===== src/rtl/io_uart_pkg.sv =====
// Shared constants for the memory-mapped UART: register selects, STATUS bit
// positions and the serialiser/deserialiser state encodings.
package io_uart_pkg;
    localparam logic [1:0] REG_DATA   = 2'd0;
    localparam logic [1:0] REG_STATUS = 2'd1;
    localparam logic [1:0] REG_BAUD   = 2'd2;

    localparam int ST_TX_FULL    = 0;
    localparam int ST_TX_EMPTY   = 1;
    localparam int ST_RX_VALID   = 2;
    localparam int ST_RX_FULL    = 3;
    localparam int ST_RX_OVERRUN = 4;
    localparam int ST_TX_BUSY    = 5;
    localparam int ST_FRAME_ERR  = 6;

    typedef enum logic [1:0] {TX_IDLE, TX_START, TX_DATA, TX_STOP} tx_state_e;
    typedef enum logic [1:0] {RX_IDLE, RX_START, RX_DATA, RX_STOP} rx_state_e;
endpackage


===== src/rtl/io_uart_fifo.sv =====
// Byte FIFO with extra-MSB pointers; a push into a full FIFO is accepted only
// when a pop happens on the same edge.
module sync_fifo #(
    parameter int WIDTH = 8,
    parameter int DEPTH = 16
) (
    input  logic             clk,
    input  logic             clr,
    input  logic             push,
    input  logic [WIDTH-1:0] wdata,
    input  logic             pop,
    output logic             full,
    output logic             empty,
    output logic [WIDTH-1:0] head
);
    localparam int AW = $clog2(DEPTH);
    localparam logic [AW:0] PTR_ONE = 1;

    logic [AW:0]      wptr_q, rptr_q;
    logic [WIDTH-1:0] mem_q [DEPTH];
    logic             do_push, do_pop;

    assign empty   = (wptr_q == rptr_q);
    assign full    = (wptr_q[AW] != rptr_q[AW]) && (wptr_q[AW-1:0] == rptr_q[AW-1:0]);
    assign do_pop  = pop && !empty;
    assign do_push = push && (!full || do_pop);
    assign head    = mem_q[rptr_q[AW-1:0]];

    always_ff @(posedge clk or posedge clr) begin
        if (clr) begin
            wptr_q <= '0;
            rptr_q <= '0;
        end else begin
            if (do_push) wptr_q <= wptr_q + PTR_ONE;
            if (do_pop)  rptr_q <= rptr_q + PTR_ONE;
        end
    end

    always_ff @(posedge clk) begin
        if (do_push) mem_q[wptr_q[AW-1:0]] <= wdata;
    end
endmodule


===== src/rtl/io_uart.sv =====
// Memory-mapped UART: DATA/STATUS/BAUD_DIV registers, TX FIFO + serialiser,
// synchronised RX deserialiser + RX FIFO, and a level interrupt.
module io_uart
    import io_uart_pkg::*;
#(
    parameter int FIFO_DEPTH   = 16,
    parameter int CLKS_PER_BIT = 434,
    parameter int DIV_WIDTH    = 16
) (
    input  logic        clk,
    input  logic        clr,
    input  logic        io_writen,
    input  logic        io_readn,
    input  logic [31:0] io_address,
    input  logic [31:0] io_wdata,
    output logic [31:0] io_rdata,
    input  logic        uart_rxd,
    output logic        uart_txd,
    output logic        irq
);
    localparam logic [DIV_WIDTH-1:0] DIV_ONE = DIV_WIDTH'(1);
    localparam logic [DIV_WIDTH-1:0] DIV_MIN = DIV_WIDTH'(2);

    logic [1:0] sel;
    logic       wr, rd, unused_bits;
    logic       tx_full, tx_empty, tx_pop, rx_full, rx_empty, rx_pop, rx_push;
    logic [7:0] tx_head, rx_head;
    logic       ovr_set, ferr_set, ovr_q, ferr_q;
    logic [DIV_WIDTH-1:0] baud_q, wr_div;
    logic [6:0] status;

    tx_state_e            tx_state_q, tx_state_d;
    logic [DIV_WIDTH-1:0] tx_cnt_q, tx_cnt_d;
    logic [2:0]           tx_bit_q, tx_bit_d;
    logic [7:0]           tx_shift_q, tx_shift_d;
    logic                 txd_q, txd_d;

    rx_state_e            rx_state_q, rx_state_d;
    logic [DIV_WIDTH-1:0] rx_cnt_q, rx_cnt_d;
    logic [2:0]           rx_bit_q, rx_bit_d;
    logic [7:0]           rx_shift_q, rx_shift_d;
    logic                 rx_s1_q, rx_s2_q, rx_prev_q;

    assign sel         = io_address[3:2];
    assign wr          = !io_writen;
    assign rd          = !io_readn;
    assign rx_pop      = rd && (sel == REG_DATA);
    assign unused_bits = ^{io_address[31:4], io_address[1:0], io_wdata};
    assign wr_div      = (io_wdata[DIV_WIDTH-1:0] < DIV_MIN) ? DIV_MIN : io_wdata[DIV_WIDTH-1:0];
    assign uart_txd    = txd_q;
    assign irq         = !rx_empty || tx_empty;

    sync_fifo #(.WIDTH(8), .DEPTH(FIFO_DEPTH)) u_tx_fifo (
        .clk(clk), .clr(clr), .push(wr && (sel == REG_DATA)), .wdata(io_wdata[7:0]),
        .pop(tx_pop), .full(tx_full), .empty(tx_empty), .head(tx_head)
    );

    sync_fifo #(.WIDTH(8), .DEPTH(FIFO_DEPTH)) u_rx_fifo (
        .clk(clk), .clr(clr), .push(rx_push), .wdata(rx_shift_q),
        .pop(rx_pop), .full(rx_full), .empty(rx_empty), .head(rx_head)
    );

    always_comb begin
        status                = '0;
        status[ST_TX_FULL]    = tx_full;
        status[ST_TX_EMPTY]   = tx_empty;
        status[ST_RX_VALID]   = !rx_empty;
        status[ST_RX_FULL]    = rx_full;
        status[ST_RX_OVERRUN] = ovr_q;
        status[ST_TX_BUSY]    = (tx_state_q != TX_IDLE);
        status[ST_FRAME_ERR]  = ferr_q;
        case (sel)
            REG_DATA:   io_rdata = {24'b0, rx_empty ? 8'h00 : rx_head};
            REG_STATUS: io_rdata = {25'b0, status};
            REG_BAUD:   io_rdata = {{(32-DIV_WIDTH){1'b0}}, baud_q};
            default:    io_rdata = '0;
        endcase
    end

    // A sticky bit set on the same edge as its write-1-to-clear stays set.
    always_ff @(posedge clk or posedge clr) begin
        if (clr) begin
            baud_q <= DIV_WIDTH'(CLKS_PER_BIT);
            ovr_q  <= 1'b0;
            ferr_q <= 1'b0;
        end else begin
            if (wr && (sel == REG_BAUD)) baud_q <= wr_div;
            if (ovr_set) ovr_q <= 1'b1;
            else if (wr && (sel == REG_STATUS) && io_wdata[ST_RX_OVERRUN]) ovr_q <= 1'b0;
            if (ferr_set) ferr_q <= 1'b1;
            else if (wr && (sel == REG_STATUS) && io_wdata[ST_FRAME_ERR]) ferr_q <= 1'b0;
        end
    end

    always_comb begin
        tx_state_d = tx_state_q;
        tx_cnt_d   = tx_cnt_q;
        tx_bit_d   = tx_bit_q;
        tx_shift_d = tx_shift_q;
        txd_d      = txd_q;
        tx_pop     = 1'b0;
        if (tx_state_q != TX_IDLE && tx_cnt_q != DIV_ONE) begin
            tx_cnt_d = tx_cnt_q - DIV_ONE;
        end else begin
            case (tx_state_q)
                TX_START: begin
                    tx_state_d = TX_DATA;
                    tx_cnt_d   = baud_q;
                    tx_bit_d   = 3'd0;
                    txd_d      = tx_shift_q[0];
                end
                TX_DATA: begin
                    tx_cnt_d = baud_q;
                    if (tx_bit_q == 3'd7) begin
                        tx_state_d = TX_STOP;
                        txd_d      = 1'b1;
                    end else begin
                        tx_shift_d = tx_shift_q >> 1;
                        txd_d      = tx_shift_q[1];
                        tx_bit_d   = tx_bit_q + 3'd1;
                    end
                end
                default: begin
                    // IDLE, or the last clock of STOP: chain straight into the next frame.
                    tx_state_d = TX_IDLE;
                    if (!tx_empty) begin
                        tx_pop     = 1'b1;
                        tx_shift_d = tx_head;
                        tx_cnt_d   = baud_q;
                        tx_state_d = TX_START;
                        txd_d      = 1'b0;
                    end
                end
            endcase
        end
    end

    always_comb begin
        rx_state_d = rx_state_q;
        rx_cnt_d   = rx_cnt_q;
        rx_bit_d   = rx_bit_q;
        rx_shift_d = rx_shift_q;
        rx_push    = 1'b0;
        ovr_set    = 1'b0;
        ferr_set   = 1'b0;
        if (rx_state_q == RX_IDLE) begin
            // Needs a high-to-low edge, so after a framing error the line must rise first.
            if (rx_prev_q && !rx_s2_q) begin
                rx_state_d = RX_START;
                rx_cnt_d   = baud_q >> 1;
            end
        end else if (rx_cnt_q != DIV_ONE) begin
            rx_cnt_d = rx_cnt_q - DIV_ONE;
        end else begin
            rx_cnt_d = baud_q;
            case (rx_state_q)
                RX_START: begin
                    rx_state_d = rx_s2_q ? RX_IDLE : RX_DATA;
                    rx_bit_d   = 3'd0;
                end
                RX_DATA: begin
                    rx_shift_d = {rx_s2_q, rx_shift_q[7:1]};
                    rx_bit_d   = rx_bit_q + 3'd1;
                    if (rx_bit_q == 3'd7) rx_state_d = RX_STOP;
                end
                default: begin
                    rx_state_d = RX_IDLE;
                    if (!rx_s2_q)                  ferr_set = 1'b1;
                    else if (rx_full && !rx_pop)   ovr_set  = 1'b1;
                    else                           rx_push  = 1'b1;
                end
            endcase
        end
    end

    always_ff @(posedge clk or posedge clr) begin
        if (clr) begin
            tx_state_q <= TX_IDLE;
            tx_cnt_q   <= DIV_ONE;
            tx_bit_q   <= 3'd0;
            tx_shift_q <= 8'h00;
            txd_q      <= 1'b1;
            rx_state_q <= RX_IDLE;
            rx_cnt_q   <= DIV_ONE;
            rx_bit_q   <= 3'd0;
            rx_shift_q <= 8'h00;
            rx_s1_q    <= 1'b1;
            rx_s2_q    <= 1'b1;
            rx_prev_q  <= 1'b1;
        end else begin
            tx_state_q <= tx_state_d;
            tx_cnt_q   <= tx_cnt_d;
            tx_bit_q   <= tx_bit_d;
            tx_shift_q <= tx_shift_d;
            txd_q      <= txd_d;
            rx_state_q <= rx_state_d;
            rx_cnt_q   <= rx_cnt_d;
            rx_bit_q   <= rx_bit_d;
            rx_shift_q <= rx_shift_d;
            rx_s1_q    <= uart_rxd;
            rx_s2_q    <= rx_s1_q;
            rx_prev_q  <= rx_s2_q;
        end
    end
endmodule


===== config.mk =====
export PLATFORM = sky130hd
export DESIGN_NAME = io_uart
export DESIGN_NICKNAME = d
export VERILOG_FILES = /design/src/rtl/io_uart_pkg.sv /design/src/rtl/io_uart_fifo.sv /design/src/rtl/io_uart.sv
export SDC_FILE = /design/constraint.sdc
export NUM_CORES = 1
export LEC_CHECK = 0
export ABC_AREA = 1
export CORE_UTILIZATION = 53
export CTS_CLUSTER_SIZE = 14
export DETAILED_ROUTE_END_ITERATION = 10
export PLACE_DENSITY_LB_ADDON = 0.15
export SYNTH_ARGS = -nofsm -noshare
export SYNTH_HDL_FRONTEND = slang
export SYNTH_SLANG_ARGS = --single-unit

===== constraint.sdc =====
create_clock -name clk -period 7.6 [get_ports clk]
set_input_delay 1.14 -clock clk [delete_from_list [all_inputs] [get_ports clk]]
set_output_delay 1.14 -clock clk [all_outputs]
set_load 0.05 [all_outputs]

After elaboration in Yosys (flattened, before gate mapping). Memory sizes are Yosys's and may differ from the RTL's. Index checks and enable logic that the tools add are counted.

Output and inout bits: 34. Memories kept: 2. Bits in read-only memories: 0. Register bits after elaboration: 100. Bits in latches: 0. Bits in writable memories: 256.

Memory list: u_rx_fifo.mem_q (words 16, width 8, rd ports 1, clocked after memory_dff 0, write ports 1, line io_uart_fifo.sv:20) `logic [WIDTH-1:0] mem_q [DEPTH];`; u_tx_fifo.mem_q (words 16, width 8, rd ports 1, clocked after memory_dff 0, write ports 1, line io_uart_fifo.sv:20).

Add/subtract/negate cells: 8. Div/mod/pow operators: 0. Order comparisons: 1. $mul: 0. Muxes and demuxes: 52. Equal/unequal tests: 24. Reductions and logical operators: 42. Bitwise logic cells: 4. Shift-type cells: 0.

Operator list (count): 16-bit two-way mux (7); 16-bit case mux with 3 select lines (1); 16-bit by 1-bit inequality test with 1-bit output, second input constant (2); 16-bit by 1-bit subtractor with 16-bit output, second input constant (2); 1-bit two-way mux (28); 8-bit two-way mux (3); 5-bit by 1-bit adder with 5-bit output, second input constant (4); 16-bit by 2-bit less-than comparator with 1-bit output, second input constant (1); 8-bit case mux with 2 select lines (1); 1-bit logical AND (15); 2-bit two-way mux (6); 3-bit case mux with 2 select lines (2); 3-bit AND reduction (4); 5-bit == test (2); 2-bit nonzero test (5); 4-bit == test (2); 1-bit logical NOT (8); 2-bit case mux with 2 select lines (2); 3-bit by 1-bit adder with 3-bit output, second input constant (2); 2-bit by 1-bit == test with 1-bit output, second input constant (3); 2-bit == test, second input constant (3); 3-bit == test, second input constant (2); 2-bit inequality test, second input constant (3); 2-bit logical NOT (2); other kinds (12) (21).

Depth between registers and ports, before layout. Gate-level depths: netlist of run 1.

Word-level depth: 12. Gate-level depth with buffers: 12.

Hierarchy. A second synthesis of run 1 with hierarchy kept.

Cells, all modules: 1753. Area, all modules: 16761.1 sq um.

By module, submodules not included: sync_fifo at u_tx_fifo (area each 5851.9 sq um, cells each 513, times used 1, seq. area each 4093.9 sq um); sync_fifo at u_rx_fifo (area each 5849.4 sq um, cells each 512, times used 1, seq. area each 4093.9 sq um); io_uart (area each 5059.9 sq um, cells each 728, times used 1, seq. area each 2015.7 sq um).

Least setup slack after synthesis of run 1. No wires, ideal clock.

Path kind: input port to output port. From: in io_address[2]. To: out io_rdata[2]. Path slack: 4.006 ns. Arrival: 2.454 ns. Path buffers: 0. Stages: 3. Required time: 6.460 ns. Path through: nor2_1 inv_1 o21ai_0.

Longest elaborated chain between the ends: 2.

Ends and longest elaborated chain: from (decl) (line io_uart.sv:14) `input logic [31:0] io_address,`; 2-bit == test (tied with other cells) (line io_uart.sv:72) `case (sel)`; 16-bit case mux with 3 select lines * (line io_uart.sv:72); to (decl) (line io_uart.sv:16) `output logic [31:0] io_rdata,`.

Every way passes the cells marked *; elsewhere a longest branch is shown, timed or not.

Final worst setup path of run 1.
From: reg u_rx_fifo.rptr_q[1]. To: out io_rdata[2].

Longest elaborated chain between the ends: 3.

Ends and longest elaborated chain: from (decl) (line io_uart_fifo.sv:19) `logic [AW:0] wptr_q, rptr_q;`; from (signal assigned) (line io_uart_fifo.sv:35) `if (do_pop) rptr_q <= rptr_q + PTR_ONE;`; memory 16 x 8 bit / 5-bit == test (equally long branches); 8-bit two-way mux / 1-bit logical NOT (equally long branches) (line io_uart.sv:73, io_uart.sv:67); 16-bit case mux with 3 select lines * (line io_uart.sv:72).

Marked as above.

==> run metrics, run 1 <==
Core Area=0.0307 mm^2; initial core utilization=0.540; FP Rows=64; peak supply drop=0.249 mV; crit path max fanout=56; Setup CP Type=register to primary output; Post-synth EDFFs=256; violated checks=DRC; Post-Syn Instances=1745; Req. time, crit path=6.46 ns; synth unique cells=39; Post-CTS Setup Inserts=0; final instance area=0.0185 mm^2; most frequent cells in the layout=452 x nand2_1, 256 x edfxtp_1, 235 x nor2_1; Synth Area per Inst=9.52 um^2; GRT overflow=0; RSZ-0062 raised after global routing=no; Clock Skews=0.0187 ns; filler cell count=2552; Net Sw Power=2510 uW; largest net degree at the start of global routing=76; CP arrival=3.75 ns; placed cell areas=0.0173 mm^2; multi-input logic area=0.00554 mm^2; worst hold margin=0.356 ns; CTS Buffer Depth=3; fin cells=2207; DP HPWL=24.4 mm; ys flop type=edfxtp_1; vias in the first global route=11200; fraction of layout cells with a size suffix above 1=0.0646; Final ANT Viol Nets=0; DRC Markers=6; vias per cell=5.43; commonest non-fill, non-tap cell in the layout=nand2_1; LEAKAGE=0.00761 uW; Sequential Area=0.0102 mm^2; Die Width=179 um; mapped cell area=0.0166 mm^2; Buffers on Ports=40; clock transition at the registers of the reported paths=0.05 ns; number of synthesized register bits=356; clock latency on the worst-skew pair=0.53 ns; Post-Route Utilization=0.603; setup TNS=0 ns; Rel. slew slack=0.289; IO Count=103; fin crit share=0.644; Hold Path Class=register to register; post-CTS sizing=0; CTS buffer count=39; Synth Warn #=0; top cells by area, synth=edfxtp_1 46%, dfrtp_1 13%, nand2_1 10%; RePlAce Congestion=0.882; Setup Viol. Count Final=0; initial antenna violation count=1; Worst Tran Pin Value=1.06 ns; number of DRC markers in iteration 0=903; sequential fraction of the synthesis area=0.614; clock share of power=0.268; Root Driver=clkbuf_16; Net Sw Frac=0.386; Detailed Route WL=38.2 mm; CTS tree=yes; Layout Nets=1875; Post-Place Cells=2137; Yosys top cell area share=0.463; Reg power frac=0.384; Achievable Freq=0.204 GHz; Int Pwr=3980 uW; first-pass GRT wire length=60.1 mm; Pre-Repair DR Iteration Count=9; maxcap violations=0; clk sinks=356; DR WL/cell=17.3 um; combinational power share=0.347; H-tree levels=2; synthesis-to-layout area growth=11.5%; crit path capture type=primary output; outcome=finished with violations; fraction of registers with async set/reset=0.281; die height=179 um; pwr dens=350 mW/mm^2; hold violation count in the final report=0; Die Area=0.0321 mm^2; cell taking the most area after synthesis=edfxtp_1; Critical Path Source Type=register; max-slew violation count=0; Hold-fix buffers, CTS=0; via count=12000; Global Route Usage Sum=0.245; minimum clock period=4.89 ns
-- final cells by class --
type | count | area share
inverters | 146 | 0.0297
clock inverters | 16 | 0.00770
flip-flops and latches | 356 | 0.551
repair buffers | 61 | 0.0301
multi-input cells | 1178 | 0.299
clock buffers | 53 | 0.0560
diodes | 1 | 0.000135
well taps | 396 | 0.0267
-- path summary, 6_finish.rpt --
check                                    start                      to  slack, ns  depth (start not counted)
min reg2reg                            rx_s1_q                 rx_s2_q       0.36                          0
max reg2reg                u_tx_fifo.rptr_q[1]  u_tx_fifo.mem_q[10][3]       4.24                          9
max                        u_rx_fifo.rptr_q[1]             io_rdata[2]       2.71                          8
max in group asynchronous                  clr     u_rx_fifo.rptr_q[0]       5.37                          3
min                                    rx_s1_q                 rx_s2_q       0.36                          0
min in group asynchronous                  clr              baud_q[11]       0.92                          2
-- flip-flops by register name (all words and copies together) (netlist names), 5 cells and up --
| register | count |
|---|---|
| u_rx_fifo.mem_q | 128 |
| u_tx_fifo.mem_q | 128 |
| baud_q | 16 |
| rx_cnt_q | 16 |
| tx_cnt_q | 16 |
| rx_shift_q | 8 |
| tx_shift_q | 8 |
| u_rx_fifo.rptr_q | 5 |
| u_rx_fifo.wptr_q | 5 |
| u_tx_fifo.rptr_q | 5 |
| u_tx_fifo.wptr_q | 5 |
-- cells by family after synthesis --
| group | Yosys count | share of synthesized area |
|---|---|---|
| fa+ha+maj | 24 | 0.0181 |
| other cells | 1 | 0.000226 |
| buf+inv | 226 | 0.0563 |
| flops | 356 | 0.614 |
| simple gates | 877 | 0.219 |
| compound gates | 228 | 0.0754 |
| xor+xnor | 33 | 0.0174 |
-- power by group through the flow --
stage / registers [uW] / logic, uW / clock network (uW)
after floorplan: 2440 / 1720 / 0
after global placement: 2520 / 2210 / 0
after detailed placement: 2520 / 2250 / 0
after CTS: 2490 / 2270 / 1780
after global routing: 2520 / 2550 / 1850
final: 2490 / 2260 / 1740
-- per-layer routing --
metal,routed length (um),global-route usage
met1,17000,0.338
met2,18200,0.398
met3,1800,0.0331
met4,1190,0.0862
met5,0,0
-- cells in the mapped netlist (2+ instances only) --
master    instances
a21oi_1          12
a22oi_1           4
buf_1             8
buf_2            16
buf_4            18
clkbuf_1         38
clkinv_1          2
dfrtp_1          89
dfstp_2          11
edfxtp_1        256
ha_1             24
inv_1           137
inv_2             7
nand2_1         452
nand2_2           3
nand2_4           2
nand3_1         131
nand3_2           3
nand3b_1          3
nand4_1          13
nor2_1          235
nor2_2            4
nor2_4            3
nor3_1           17
nor4_1            3
o211ai_1         24
o21ai_0         159
o21ai_1           7
o21bai_1          4
o22ai_1          13
o31ai_1           2
or2_2             7
xnor2_1           9
xor2_1           24
-- worst max-delay path: stages, from the launching register on --
cell	delay, ns
dfrtp_1	0.32
buf_4	0.48
inv_1	0.46
a21oi_1	0.22
o21ai_0	0.11
nand3_1	0.15
nand4_1	0.13
o21ai_0	0.43
clkdlybuf4s50_1	0.90
-- per-stage QoR --
| step | total power [uW] | setup WS (ns) |
|---|---|---|
| finish | 6490 | 2.71 |
| global route | 6920 | 2.56 |
| CTS | 6530 | 2.71 |
| detailed placement | 4780 | 2.93 |
| global placement | 4730 | 2.92 |
| floorplan | 4160 | 3.86 |
(Power assumes the default switching activity.)
==> run 2, diff against run 1 <==
Clock period 7.6 ns to 4 ns, I/O delays scaled along.
==> run 2 against run 1 <==
The run still ends with DRC left. Setup slack got worse by 2.1 ns. Critical endpoint unchanged. Final cell count rose by 0.45%. Core utilization rose by 0.46 points. Hold slack improved by 0.0071 ns. Power rose by 95%.
==> run metrics, run 2 (synthesized netlist as in run 1, its figures left out) <==
fin cells=2217 (was 2207); via count=12100 (was 12000); Root Driver=clkbuf_16 (unchanged); Pre-Repair DR Iteration Count=8 (was 9); Hold Crit Depth=0 (unchanged); crit path max fanout=34 (was 56); clk sinks=356 (unchanged); hold_sp=rx_s1_q (unchanged); Buffers on Ports=40 (unchanged); number of DRC markers in iteration 0=991 (was 903); vias in the first global route=11500 (was 11200); CTS tree=yes (unchanged); worst reg2reg path depth=9 (unchanged); Hold Path Class=register to register (unchanged); Die Width=179 um (unchanged); Critical R2R Launch=tx_cnt_q[6] (was u_tx_fifo.rptr_q[1]); Req. time, crit path=3.40 ns (was 6.46 ns); initial antenna violation count=0 (was 1); Global Route Usage Sum=0.256 (was 0.245); CTS Buffer Depth=3 (unchanged); Die Area=0.0321 mm^2 (unchanged); Clock Skews=0.0142 ns (was 0.0187 ns); pwr dens=677 mW/mm^2 (was 350 mW/mm^2); hold violation count in the final report=0 (unchanged); final instance area=0.0187 mm^2 (was 0.0185 mm^2); die height=179 um (unchanged); placed cell areas=0.0174 mm^2 (was 0.0173 mm^2); FP Rows=64 (unchanged); GRT Max-Usage Layer=met2 (unchanged); GRT overflow=0 (unchanged); first-pass GRT wire length=62.6 mm (was 60.1 mm); Setup Viol. Count Final=0 (unchanged); DP HPWL=25.7 mm (was 24.4 mm); met3 usage=0.0299 (was 0.0331); most frequent cells in the layout=452 x nand2_1, 256 x edfxtp_1, 235 x nor2_1 (unchanged); Hold-fix buffers, CTS=0 (unchanged); setup TNS=0 ns (unchanged); worst hold margin=0.363 ns (was 0.356 ns); Rel. slew slack=0.426 (was 0.289); max-slew violation count=0 (unchanged); DR WL/cell=17.8 um (was 17.3 um); commonest non-fill, non-tap cell in the layout=nand2_1 (unchanged); Final ANT Viol Nets=0 (unchanged); Post-CTS Setup Inserts=0 (unchanged); fin crit share=0.850; RSZ-0062 raised after global routing=no (unchanged); Worst Tran Pin Value=0.858 ns (was 1.06 ns); peak supply drop=0.418 mV (was 0.249 mV); clock latency on the worst-skew pair=0.53 ns (about the same); Detailed Route WL=39.5 mm (was 38.2 mm); filler cell count=2580 (was 2552); ANT cells=0 (was 1); Post-Place Cells=2147 (was 2137); post-CTS sizing=0 (unchanged); initial core utilization=0.540 (unchanged); Final WS setup=0.602 ns (was 2.71 ns); minimum clock period=3.40 ns; M1 GR Usage=0.365 (was 0.338); fraction of layout cells with a size suffix above 1=0.0769 (was 0.0646); met2 Use GR=0.409 (was 0.398); IO Count=103 (unchanged); clock transition at the registers of the reported paths=0.06 ns (was 0.05 ns); Layout Nets=1884 (was 1875); outcome=finished with violations (unchanged); maxcap violations=0 (unchanged); crit path capture type=primary output (unchanged); largest net degree at the start of global routing=70 (was 76); RePlAce Congestion=0.890 (was 0.882); Achievable Freq=0.294 GHz; dpl ws=0.639 ns (was 2.93 ns); synthesis-to-layout area growth=12.3% (was 11.5%); CTS buffer count=38 (was 39); Hold EP=rx_s2_q (unchanged); LEAKAGE=0.00773 uW (was 0.00761 uW); violated checks=DRC (unchanged); DRC Markers=7 (was 6); Critical Path Source Type=register (unchanged); Core Area=0.0307 mm^2 (unchanged); Setup CP Type=register to primary output (unchanged); vias per cell=5.48 (was 5.43); worst reg-to-reg setup slack=1.12 ns (was 4.24 ns); CP arrival=2.80 ns (was 3.75 ns); H-tree levels=2 (unchanged); worst r2r dst=u_tx_fifo.mem_q[8][6] (was u_tx_fifo.mem_q[10][3])
run 2: worst max-delay path by stage:
stage	from	endpoint	cells past startpoint
finish	u_rx_fifo.rptr_q[0]	io_rdata[2]	9
global route	io_address[3]	io_rdata[14]	6
CTS	u_rx_fifo.rptr_q[0]	io_rdata[2]	9
detailed placement	io_address[3]	io_rdata[9]	6
global placement	io_address[3]	io_rdata[10]	6
floorplan	clr	baud_q[0]	1
run 2: final cells by class:
| cell class | instances | area (um^2) | share of cell area |
|---|---|---|---|
| Multi-Input combinational cell | 1178 | 5540 | 0.296 |
| Clock buffer | 47 | 1040 | 0.0555 |
| Timing Repair Buffer | 71 | 623 | 0.0334 |
| Clock inverter | 23 | 223 | 0.0119 |
| Tap cell | 396 | 495 | 0.0265 |
| Sequential cell | 356 | 10200 | 0.547 |
| Inverter | 146 | 551 | 0.0295 |
run 2: where the power goes:
part	leakage (uW)	internal, uW	switching (uW)
Sequential	0.00373	4320	372
Clock	0.000624	2110	1430
Combinational	0.00338	1380	3030
run 2: layer usage:
metal,share of wire,up-vias,wire length [um]
li1,-,5887,-
met1,0.44,5830,17500
met2,0.48,363,19000
met3,0.052,61,2060
met4,0.025,0,980
met5,0,-,0
run 2: critical path: stages (launching register included):
cell and delay (ns):
dfrtp_2 0.40, inv_2 0.46, buf_4 0.32, nand2_1 0.07, nand3_1 0.07, nand2_1 0.08
nand2_1 0.09, nand4_1 0.13, o21ai_0 0.34, buf_4 0.27
run 2: per-stage QoR:
| step | utilization | power [uW] |
|---|---|---|
| 2_1_floorplan | - | 7910 |
| 3_3_place_gp | 0.566 | 9050 |
| 3_5_place_dp | 0.566 | 9150 |
| 4_1_cts | 0.607 | 12700 |
| 5_1_grt | 0.607 | 13400 |
| 6_report | 0.607 | 12600 |
